`config.mk`:
```
export PLATFORM = sky130hd
export DESIGN_NAME = serial_tx_sched
export DESIGN_NICKNAME = d
export VERILOG_FILES = /design/src/rtl/serial_tx_sched.sv
export SDC_FILE = /design/constraint.sdc
export NUM_CORES = 1
export LEC_CHECK = 0
export ABC_AREA = 1
export CAP_MARGIN = 10
export CORE_AREA = 3 3 135 137
export DETAILED_ROUTE_END_ITERATION = 7
export DIE_AREA = 0 0 138 140
export PLACE_DENSITY = 0.69
export SLEW_MARGIN = 25
export SYNTH_ARGS = -nofsm -noshare
export SYNTH_HDL_FRONTEND = slang
export SYNTH_SLANG_ARGS = --single-unit
```
`constraint.sdc`:
```
create_clock -name clk -period 3.8 [get_ports clk]
set_clock_uncertainty 0.05 [all_clocks]
set_input_delay 0.76 -clock clk [delete_from_list [all_inputs] [get_ports clk]]
set_output_delay 0.76 -clock clk [all_outputs]
set_load 0.05 [all_outputs]
```
`src/rtl/serial_tx_sched.sv`:
```
// Round-robin scheduler sharing one 48-bit UART frame transmitter
// among NUM_REQ producers, with busy watchdog and inter-frame gap.
module serial_tx_sched #(
  parameter int NUM_REQ      = 4,
  parameter int GAP_CYCLES   = 100,
  parameter int BUSY_TIMEOUT = 8,
  parameter int ID_W         = $clog2(NUM_REQ)
) (
  input  logic                  clk,
  input  logic                  rst,
  input  logic [NUM_REQ-1:0]    req,
  input  logic [48*NUM_REQ-1:0] req_data,
  input  logic                  pause,
  input  logic                  tx_busy,
  output logic                  tx_new_data,
  output logic [47:0]           tx_data,
  output logic [NUM_REQ-1:0]    ack,
  output logic [ID_W-1:0]       grant_id,
  output logic                  frame_active,
  output logic [15:0]           frame_cnt,
  output logic                  err_timeout
);

  localparam logic [2:0] S_IDLE      = 3'd0;
  localparam logic [2:0] S_LAUNCH    = 3'd1;
  localparam logic [2:0] S_WAIT_BUSY = 3'd2;
  localparam logic [2:0] S_WAIT_DONE = 3'd3;
  localparam logic [2:0] S_GAP       = 3'd4;

  localparam int GW = (GAP_CYCLES > 0) ? $clog2(GAP_CYCLES + 1) : 1;
  localparam int WW = $clog2(BUSY_TIMEOUT + 1);
  localparam logic [GW-1:0] GAP_LOAD = GW'(GAP_CYCLES);
  localparam logic [WW-1:0] WD_LAST  = WW'(BUSY_TIMEOUT - 1);

  logic [2:0]               state_q, state_d;
  logic [ID_W-1:0]          last_grant_q, last_grant_d;
  logic [ID_W-1:0]          grant_id_q, grant_id_d;
  logic [47:0]              tx_data_q, tx_data_d;
  logic                     tx_new_data_q, tx_new_data_d;
  logic [NUM_REQ-1:0]       ack_q, ack_d;
  logic                     frame_active_q, frame_active_d;
  logic [15:0]              frame_cnt_q, frame_cnt_d;
  logic                     err_timeout_q, err_timeout_d;
  logic [GW-1:0]            gap_q, gap_d;
  logic [WW-1:0]            wd_q, wd_d;

  logic [NUM_REQ-1:0][47:0] req_arr;
  logic                     pick_vld;
  logic [ID_W-1:0]          pick_id;
  logic                     to_gap;
  int                       idx;

  assign req_arr = req_data;

  // Scan from farthest to nearest so the first set request after
  // last_grant is the one left standing.
  always_comb begin
    pick_vld = 1'b0;
    pick_id  = '0;
    idx      = 0;
    for (int k = NUM_REQ; k >= 1; k--) begin
      idx = (int'(last_grant_q) + k) % NUM_REQ;
      if (req[ID_W'(idx)]) begin
        pick_vld = 1'b1;
        pick_id  = ID_W'(idx);
      end
    end
  end

  always_comb begin
    state_d        = state_q;
    last_grant_d   = last_grant_q;
    grant_id_d     = grant_id_q;
    tx_data_d      = tx_data_q;
    tx_new_data_d  = 1'b0;
    ack_d          = '0;
    frame_active_d = frame_active_q;
    frame_cnt_d    = frame_cnt_q;
    err_timeout_d  = err_timeout_q;
    gap_d          = gap_q;
    wd_d           = wd_q;
    to_gap         = 1'b0;

    unique case (state_q)
      S_IDLE: begin
        if (!pause && !tx_busy && pick_vld) begin
          state_d        = S_LAUNCH;
          tx_data_d      = req_arr[pick_id];
          grant_id_d     = pick_id;
          last_grant_d   = pick_id;
          tx_new_data_d  = 1'b1;
          ack_d[pick_id] = 1'b1;
          frame_active_d = 1'b1;
        end
      end
      S_LAUNCH: begin
        wd_d    = '0;
        state_d = S_WAIT_BUSY;
      end
      S_WAIT_BUSY: begin
        if (tx_busy) begin
          state_d = S_WAIT_DONE;
        end else if (wd_q == WD_LAST) begin
          err_timeout_d = 1'b1;
          to_gap        = 1'b1;
        end else begin
          wd_d = wd_q + WW'(1);
        end
      end
      S_WAIT_DONE: begin
        if (!tx_busy) begin
          frame_cnt_d = frame_cnt_q + 16'd1;
          to_gap      = 1'b1;
        end
      end
      S_GAP: begin
        if (gap_q <= GW'(1)) begin
          state_d        = S_IDLE;
          frame_active_d = 1'b0;
        end else begin
          gap_d = gap_q - GW'(1);
        end
      end
      default: begin
        state_d        = S_IDLE;
        frame_active_d = 1'b0;
      end
    endcase

    if (to_gap) begin
      if (GAP_CYCLES == 0) begin
        state_d        = S_IDLE;
        frame_active_d = 1'b0;
      end else begin
        state_d = S_GAP;
        gap_d   = GAP_LOAD;
      end
    end
  end

  always_ff @(posedge clk or posedge rst) begin
    if (rst) begin
      state_q        <= S_IDLE;
      last_grant_q   <= ID_W'(NUM_REQ - 1);
      grant_id_q     <= '0;
      tx_data_q      <= '0;
      tx_new_data_q  <= 1'b0;
      ack_q          <= '0;
      frame_active_q <= 1'b0;
      frame_cnt_q    <= '0;
      err_timeout_q  <= 1'b0;
      gap_q          <= '0;
      wd_q           <= '0;
    end else begin
      state_q        <= state_d;
      last_grant_q   <= last_grant_d;
      grant_id_q     <= grant_id_d;
      tx_data_q      <= tx_data_d;
      tx_new_data_q  <= tx_new_data_d;
      ack_q          <= ack_d;
      frame_active_q <= frame_active_d;
      frame_cnt_q    <= frame_cnt_d;
      err_timeout_q  <= err_timeout_d;
      gap_q          <= gap_d;
      wd_q           <= wd_d;
    end
  end

  assign tx_new_data  = tx_new_data_q;
  assign tx_data      = tx_data_q;
  assign ack          = ack_q;
  assign grant_id     = grant_id_q;
  assign frame_active = frame_active_q;
  assign frame_cnt    = frame_cnt_q;
  assign err_timeout  = err_timeout_q;

endmodule

```
==> impl_summary.log, run 1 <==
[metrics] switching power: 4.602 mW
[metrics] RSZ-0062 raised after global routing: no
[metrics] Clk pin slew, worst setup/hold paths: 70 ps
[metrics] total global routing overflow: 0
[metrics] number of H-tree levels: 3
[metrics] total number of vias: 6518
[metrics] IO Pins: 273
[metrics] antenna violations before repair: 0
[metrics] crit path time final: 2664 ps
[metrics] All-Layer GR Usage: 20.25%
[metrics] number of setup buffers added after CTS: 0
[metrics] share of post-route cells with drive strength above 1: 6.341%
[metrics] crit path capture type: register
[metrics] Cells after Synth: 919
[metrics] Crit path required time: 4030 ps
[metrics] kind of cell with the highest combined delay on the critical path: simple AND/OR/NAND/NOR gates
[metrics] internal power consumption: 3.732 mW
[metrics] Setup TNS: 0 ps
[metrics] Remaining DRCs: 0
[metrics] Hold Vio Cnt, Final: 0
[metrics] nature of the critical path startpoint: input port
[metrics] # hold bufs at CTS: 0
[metrics] unique cell type count in the Yosys netlist: 34
[metrics] maximum clock path buffer count: 2
[metrics] number of enable-type register cells in the synthesized netlist: 0
[metrics] share of total power consumed by net switching: 55.22%
[metrics] synthesized area per cell: 6.486 µm²
[metrics] power density relative to cell area: 916.7 nW/µm²
[metrics] Synth async-reset ratio: 100.0%
[metrics] global-route wire length before repair: 32.02 mm
[metrics] VDD IR max: 0.0007431 V
[metrics] Vias/cell: 4.682
[metrics] overall die width: 138 µm
[metrics] number of buffers inserted by port buffering: 272
[metrics] Buffers & Inverters on Critical Path: 3
[metrics] number of gates given a new drive strength after cts: 0
[metrics] Critical Setup Path Class: in -> reg
[metrics] area inside the core boundary: 17180 µm²
[metrics] HPWL reported at the end of detailed placement: 14.38 mm
[metrics] cell with the largest stage delay on the worst path: sky130_fd_sc_hd__clkdlybuf4s50_1
[metrics] # clock sinks: 89
[metrics] share of synthesized area occupied by flip-flops and latches: 37.41%
[metrics] total of fill cells in the finished design: 1710
[metrics] setup violation total in the final timing report: 0
[metrics] final max-slew violation count: 0
[metrics] average routed wire per standard cell: 14.47 µm
[metrics] number of diodes added for antenna fixing: 0
[metrics] count of standard-cell rows: 48
[metrics] Layout area overhead: 52.52%
[metrics] Slowest Stage Delay on Critical Path: 450 ps
[metrics] yosys synthesis warning count: 0
[metrics] total of flip-flops plus latches after synthesis: 89
[metrics] Primary FF master, synth: sky130_fd_sc_hd__dfrtp_1
[metrics] placer's final routability congestion estimate: 0.8171
[metrics] total wirelength of the detailed-routed design: 20.14 mm
[metrics] fraction of the core area covered by cells at the end of the flow: 52.93%
[metrics] number of optimization iterations in the first detailed-route pass: 5
[metrics] pre-CTS WS: 824.1 ps
[metrics] sequential fraction of design power: 17.3%
[metrics] pin count of the biggest net entering global routing: 97
[metrics] top fanout value on the critical path: 91
[metrics] final net count: 1366
[metrics] cells along the critical path: clkdlybuf4s50_1 > inv_1 > o21ai_1 > nand2_1 > nand2_2 > nand2_2 > nand3_4 > buf_12 > nand3_1 > nand2_1 > nand2_1 > nand2_1 > nand2_1 > nand2_1
[metrics] netlist area before placement: 5961 µm²
[metrics] cell at the root of the clock tree: sky130_fd_sc_hd__clkbuf_16
[metrics] via count of the first global-routing pass: 6257
[metrics] crit-path most repeated cell: sky130_fd_sc_hd__nand2_1
[metrics] Period Utilization, post-route: 70.12%
[metrics] fraction of power consumed by combinational cells: 71.7%
[metrics] Critical Path AT: 2890 ps
[metrics] TritonCTS clock tree: done
[metrics] clock insertion delay at the later pin of the skew report: 350 ps
[metrics] relative slew slack: 50.28%
[metrics] die boundary height: 140 µm
[metrics] clock share of power: 11.0%
[metrics] DRT antenna net count: 0
[metrics] Initial Utilization: 34.70%
[metrics] Max Clock Freq: 0.3753 GHz
[metrics] class of the worst hold path: reg -> reg
[metrics] overall die area: 19320 µm²
[metrics] slew of the pin with the lowest slew margin: 745.7 ps
[metrics] result of the run: completed
[metrics] static power due to leakage: 4.719 nW
[metrics] Final Worst Setup Slack: 1136 ps
[metrics] total of max-cap violations: 0
[metrics] total clock buffers created by CTS: 9
[metrics] syn_nets: 1123
[metrics] Iter 0 DRT Violations: 377
-- through the flow --
stage	hold slack, ps	cell area [µm²]	power (mW)	std cells
after CTS	417.7	9091	8.442	1392
after detailed placement	403.0	8788	7.471	1376
after global routing	442.3	9091	9.150	1392
after floorplan	402.3	5961	5.953	919
after global placement	395.0	8788	7.425	1376
final	426.7	9091	8.334	1392
-- final timing paths --
kind	cells past startpoint	slack (ps)	end	startpoint
worst max-delay path	14	1140	tx_data[0]$_DFFE_PP0P_	req[3]
worst min-delay path	1	430	frame_cnt[15]$_DFFE_PP0P_	frame_cnt[15]$_DFFE_PP0P_
worst max register to register	15	1390	tx_data[0]$_DFFE_PP0P_	last_grant_q[0]$_DFFE_PP1P_
worst min register to register	1	430	frame_cnt[15]$_DFFE_PP0P_	frame_cnt[15]$_DFFE_PP0P_
max in group asynchronous	3	2120	tx_data[34]$_DFFE_PP0P_	rst
min in group asynchronous	2	850	tx_data[4]$_DFFE_PP0P_	rst
-- power groups by stage --
| stage | clock, mW | combinational (mW) | sequential [mW] |
|---|---|---|---|
| global placement | 0 | 5.98 | 1.45 |
| floorplan | 0 | 3.74 | 2.21 |
| detailed placement | 0 | 6.02 | 1.45 |
| finish | 0.915 | 5.98 | 1.44 |
| global route | 0.984 | 6.69 | 1.48 |
| CTS | 0.945 | 6.06 | 1.44 |
-- cell usage after synthesis, types with 2 or more instances --
cell / count / area (µm²)
sky130_fd_sc_hd__buf_6: 9 / 101.4
sky130_fd_sc_hd__nand4_1: 5 / 31.28
sky130_fd_sc_hd__buf_2: 28 / 140.1
sky130_fd_sc_hd__nand2_2: 5 / 31.28
sky130_fd_sc_hd__inv_1: 25 / 93.84
sky130_fd_sc_hd__inv_2: 6 / 22.52
sky130_fd_sc_hd__nand2_1: 544 / 2042
sky130_fd_sc_hd__dfrtp_1: 87 / 2177
sky130_fd_sc_hd__buf_4: 8 / 60.06
sky130_fd_sc_hd__nor3_1: 3 / 15.01
sky130_fd_sc_hd__nand2_4: 2 / 22.52
sky130_fd_sc_hd__nand3_1: 95 / 475.5
sky130_fd_sc_hd__o21ai_1: 2 / 10.01
sky130_fd_sc_hd__a21oi_1: 6 / 30.03
sky130_fd_sc_hd__dfstp_2: 2 / 52.55
sky130_fd_sc_hd__xor2_1: 10 / 87.58
sky130_fd_sc_hd__nand3_2: 22 / 220.2
sky130_fd_sc_hd__ha_1: 4 / 50.05
sky130_fd_sc_hd__nor2_1: 24 / 90.09
sky130_fd_sc_hd__clkbuf_1: 5 / 18.77
sky130_fd_sc_hd__nor2_2: 4 / 25.02
sky130_fd_sc_hd__xnor2_1: 4 / 35.03
sky130_fd_sc_hd__o21ai_0: 8 / 40.04
-- placed cells by master (no fill, tap or decap), types with 2 or more instances in the layout --
| cell | n |
|---|---|
| sky130_fd_sc_hd__o21ai_1 | 2 |
| sky130_fd_sc_hd__dfstp_2 | 2 |
| sky130_fd_sc_hd__nor2_2 | 4 |
| sky130_fd_sc_hd__ha_1 | 4 |
| sky130_fd_sc_hd__nand2_2 | 5 |
| sky130_fd_sc_hd__clkinv_4 | 2 |
| sky130_fd_sc_hd__clkbuf_16 | 9 |
| sky130_fd_sc_hd__nor3_1 | 3 |
| sky130_fd_sc_hd__xnor2_1 | 4 |
| sky130_fd_sc_hd__a21oi_1 | 6 |
| sky130_fd_sc_hd__nand2_4 | 2 |
| sky130_fd_sc_hd__clkdlybuf4s50_1 | 272 |
| sky130_fd_sc_hd__inv_6 | 2 |
| sky130_fd_sc_hd__buf_4 | 6 |
| sky130_fd_sc_hd__nand3_1 | 95 |
| sky130_fd_sc_hd__inv_1 | 24 |
| sky130_fd_sc_hd__inv_4 | 2 |
| sky130_fd_sc_hd__nor2_1 | 24 |
| sky130_fd_sc_hd__o21ai_0 | 8 |
| sky130_fd_sc_hd__inv_2 | 6 |
| sky130_fd_sc_hd__nand2_1 | 544 |
| sky130_fd_sc_hd__nand4_1 | 5 |
| sky130_fd_sc_hd__xor2_1 | 10 |
| sky130_fd_sc_hd__nand3_2 | 22 |
| sky130_fd_sc_hd__dfrtp_1 | 87 |
| sky130_fd_sc_hd__buf_12 | 5 |
-- area by class of cell --
class | instances | area, µm² | area share, %
Inverter | 32 | 125.1 | 1.376
Multi-Input combinational cell | 747 | 3284 | 36.13
Timing Repair Buffer | 283 | 2868 | 31.54
Tap cell | 225 | 281.5 | 3.097
Clock inverter | 7 | 77.57 | 0.8533
Clock buffer | 9 | 225.2 | 2.477
Sequential cell | 89 | 2230 | 24.53
-- flip-flops by register name, summed over array words and instances, names as in the netlist --
register / cells
state_q: 3
gap_q: 7
last_grant_q: 2
wd_q: 4
frame_cnt: 16
tx_data: 48
frame_active: 1
tx_new_data: 1
ack: 4
err_timeout: 1
grant_id: 2
-- kinds of logic (layout without fill, tap and decap cells) --
logic type	count (synthesis)	after routing	share of synthesized area, %
AOI/OAI and AO/OA	21	21	1.973
xor gates and xnor gates	14	14	2.057
adders and majority gates	4	4	0.8397
buffers and inverters	83	331	7.494
DFF	89	89	37.41
and+or+nand+nor	708	708	50.23
-- worst reg2reg max path: cells and delay by family (launching register included) --
family / cells / cell delay (ps)
buffers and inverters: 2 / 340
and+or+nand+nor: 13 / 1300
DFF: 1 / 620
-- per-layer routing --
| metal | vias up | share of wire [%] | global-route usage, % | wire length (µm) |
|---|---|---|---|---|
| met5 | - | 0 | 0 | 0 |
| met4 | 0 | 1.6 | 5.512 | 316 |
| met3 | 23 | 8.4 | 6.658 | 1685 |
| met2 | 212 | 48 | 34.22 | 9699 |
| met1 | 2941 | 42 | 24.92 | 8436 |
| li1 | 3342 | - | - | - |
(Power assumes the default switching activity.)
==> run 2, diff against run 1 <==
clock period = 2.7 ns   (was 3.8 ns; I/O delays follow)
==> run 2 against run 1 <==
- design area is 2.0% higher
- via count hardly changed
- hold slack worse by 10 ps
- critical path depth is 3 higher
- register-to-register slack worse by 900 ps
- cell count is 0.65% higher
- utilization is 1.1 points higher
- combinational power is 49% higher
- clock power is 42% higher
- count of clock-buffer cells in the layout is 1 higher
- critical endpoint is now tx_data[24]$_DFFE_PP0P_
==> impl_summary.log, run 2 (same netlist as run 1, synthesis figures left out) <==
[metrics] maximum clock path buffer count: 2 (unchanged)
[metrics] Initial Utilization: 34.70% (unchanged)
[metrics] average routed wire per standard cell: 14.14 µm (-2.2%)
[metrics] total of max-cap violations: 0 (unchanged)
[metrics] result of the run: completed
[metrics] Max Clock Freq: 0.4472 GHz
[metrics] power density relative to cell area: 1316 nW/µm² (+44%)
[metrics] count of standard-cell rows: 48 (unchanged)
[metrics] Iter 0 DRT Violations: 267 (-29%)
[metrics] commonest cells after routing, fill and taps aside: sky130_fd_sc_hd__nand2_1 (544), sky130_fd_sc_hd__clkdlybuf4s50_1 (272), sky130_fd_sc_hd__nand3_1 (95), sky130_fd_sc_hd__dfrtp_1 (87)
[metrics] total global routing overflow: 0 (unchanged)
[metrics] top fanout value on the critical path: 26 (-71%)
[metrics] Clk pin slew, worst setup/hold paths: 70 ps (about the same)
[metrics] # hold bufs at CTS: 0 (unchanged)
[metrics] global-route wire length before repair: 31.77 mm (-0.78%)
[metrics] Crit path required time: 2930 ps (-1100 ps)
[metrics] RSZ-0062 raised after global routing: no
[metrics] antenna violations before repair: 0 (unchanged)
[metrics] Vias/cell: 4.656 (-0.57%)
[metrics] Setup TNS: 0 ps (unchanged)
[metrics] die boundary height: 140 µm (unchanged)
[metrics] Critical Path AT: 2470 ps (-420 ps)
[metrics] cell at the root of the clock tree: sky130_fd_sc_hd__clkbuf_16
[metrics] number of buffers inserted by port buffering: 272 (unchanged)
[metrics] slew of the pin with the lowest slew margin: 628.6 ps (-117.1 ps)
[metrics] via count of the first global-routing pass: 6128 (-2.1%)
[metrics] total clock buffers created by CTS: 9 (unchanged)
[metrics] number of diodes added for antenna fixing: 0 (unchanged)
[metrics] total wirelength of the detailed-routed design: 19.82 mm (-1.6%)
[metrics] pin count of the biggest net entering global routing: 64 (-34%)
[metrics] All-Layer GR Usage: 20.05% (-0.20 points)
[metrics] DRT antenna net count: 0 (unchanged)
[metrics] nature of the critical path startpoint: input port
[metrics] final max-slew violation count: 0 (unchanged)
[metrics] overall die area: 19320 µm² (unchanged)
[metrics] Layout area overhead: 55.56%
[metrics] class of the worst hold path: in -> async
[metrics] crit path time final: 2236 ps
[metrics] relative slew slack: 57.96% (+7.7 points)
[metrics] Remaining DRCs: 0 (unchanged)
[metrics] placer's final routability congestion estimate: 0.8497 (+4.0%)
[metrics] Hold Vio Cnt, Final: 0 (unchanged)
[metrics] share of post-route cells with drive strength above 1: 6.973% (+0.63 points)
[metrics] leading cell type in the layout, fill and taps excluded: sky130_fd_sc_hd__nand2_1
[metrics] TritonCTS clock tree: done
[metrics] total number of vias: 6523 (+0.077%)
[metrics] # clock sinks: 89 (unchanged)
[metrics] crit path capture type: register
[metrics] IO Pins: 273 (unchanged)
[metrics] Period Utilization, post-route: 82.81%
[metrics] overall die width: 138 µm (unchanged)
[metrics] static power due to leakage: 4.801 nW (+1.7%)
[metrics] Inst Count DP: 1385 (+0.65%)
[metrics] register-to-register setup slack: 490 ps (-900 ps)
[metrics] post-route non-filler standard cell count: 1401 (+0.65%)
[metrics] number of setup buffers added after CTS: 0 (unchanged)
[metrics] final net count: 1375 (+0.66%)
[metrics] setup violation total in the final timing report: 0 (unchanged)
[metrics] number of optimization iterations in the first detailed-route pass: 6 (+1)
[metrics] HPWL reported at the end of detailed placement: 14.72 mm (+2.3%)
[metrics] number of gates given a new drive strength after cts: 0 (unchanged)
[metrics] VDD IR max: 0.0009994 V (+34%)
[metrics] total of fill cells in the finished design: 1714 (+0.23%)
[metrics] max FFs per register: 48 (unchanged)
[metrics] area inside the core boundary: 17180 µm² (unchanged)
[metrics] number of H-tree levels: 3 (unchanged)
[metrics] Critical Setup Path Class: in -> reg
[metrics] clock insertion delay at the later pin of the skew report: 340 ps (about the same)
## run 2: layout make-up
cell class / count / area (µm²) / share of cell area, %
clock buffers: 10 / 229.0 / 2.469
clock inverters: 6 / 73.82 / 0.7961
inverters: 32 / 126.4 / 1.363
multi-input cells: 747 / 3284 / 35.42
flip-flops and latches: 89 / 2230 / 24.05
well taps: 225 / 281.5 / 3.036
repair buffers: 292 / 3048 / 32.87
## run 2: routing by layer
layer	vias up	routed length [µm]	GRT usage (%)
met3	28	1304	5.189
met2	196	9595	34.51
met1	2935	8520	24.72
met4	0	395	6.240
met5	-	0	0
li1	3364	-	-
## run 2: per-stage QoR
step	hold WS (ps)	util [%]	area [µm²]	worst slack [ps]	total power, mW
finish	416.3	53.98	9273	464.1	12.20
global route	416.3	53.98	9273	222.6	13.40
CTS	408.4	53.98	9273	477.3	12.32
detailed placement	405.1	52.22	8970	110.7	10.96
global placement	394.7	52.22	8970	131.6	10.95
floorplan	402.3	-	5964	746.2	8.379
## run 2: worst max-delay path: stages
cell                              delay [ps]
sky130_fd_sc_hd__clkdlybuf4s50_1         470
sky130_fd_sc_hd__inv_1                    70
sky130_fd_sc_hd__nand2_1                  80
sky130_fd_sc_hd__nand3_1                 110
sky130_fd_sc_hd__nand2_1                  90
sky130_fd_sc_hd__inv_2                    40
sky130_fd_sc_hd__nand2_2                  80
sky130_fd_sc_hd__nand2_2                  70
sky130_fd_sc_hd__nand2_4                 130
sky130_fd_sc_hd__buf_12                  180
sky130_fd_sc_hd__buf_12                  180
sky130_fd_sc_hd__nand3_2                  70
sky130_fd_sc_hd__nand2_1                 120
sky130_fd_sc_hd__nand2_1                  60
sky130_fd_sc_hd__nand2_1                  50
sky130_fd_sc_hd__nand2_1                  40
sky130_fd_sc_hd__nand2_1                  60
## run 2: worst paths after layout
path,startpoint,endpoint,cells past startpoint
setup reg to reg,last_grant_q[0]$_DFFE_PP1P_,tx_data[24]$_DFFE_PP0P_,16
hold / removal,rst,frame_cnt[15]$_DFFE_PP0P_,2
max in group asynchronous,rst,last_grant_q[0]$_DFFE_PP1P_,3
hold reg to reg,err_timeout$_DFFE_PP0P_,err_timeout$_DFFE_PP0P_,1
min in group clk,err_timeout$_DFFE_PP0P_,err_timeout$_DFFE_PP0P_,1
setup / recovery,req[3],tx_data[24]$_DFFE_PP0P_,17
## run 2: power breakdown
part / switching, mW / internal, mW / leakage (nW)
Combinational: 5.71 / 3.18 / 3.50
Sequential: 0.261 / 1.76 / 1.15
Clock: 0.564 / 0.732 / 0.148
Total: 6.53 / 5.67 / 4.80
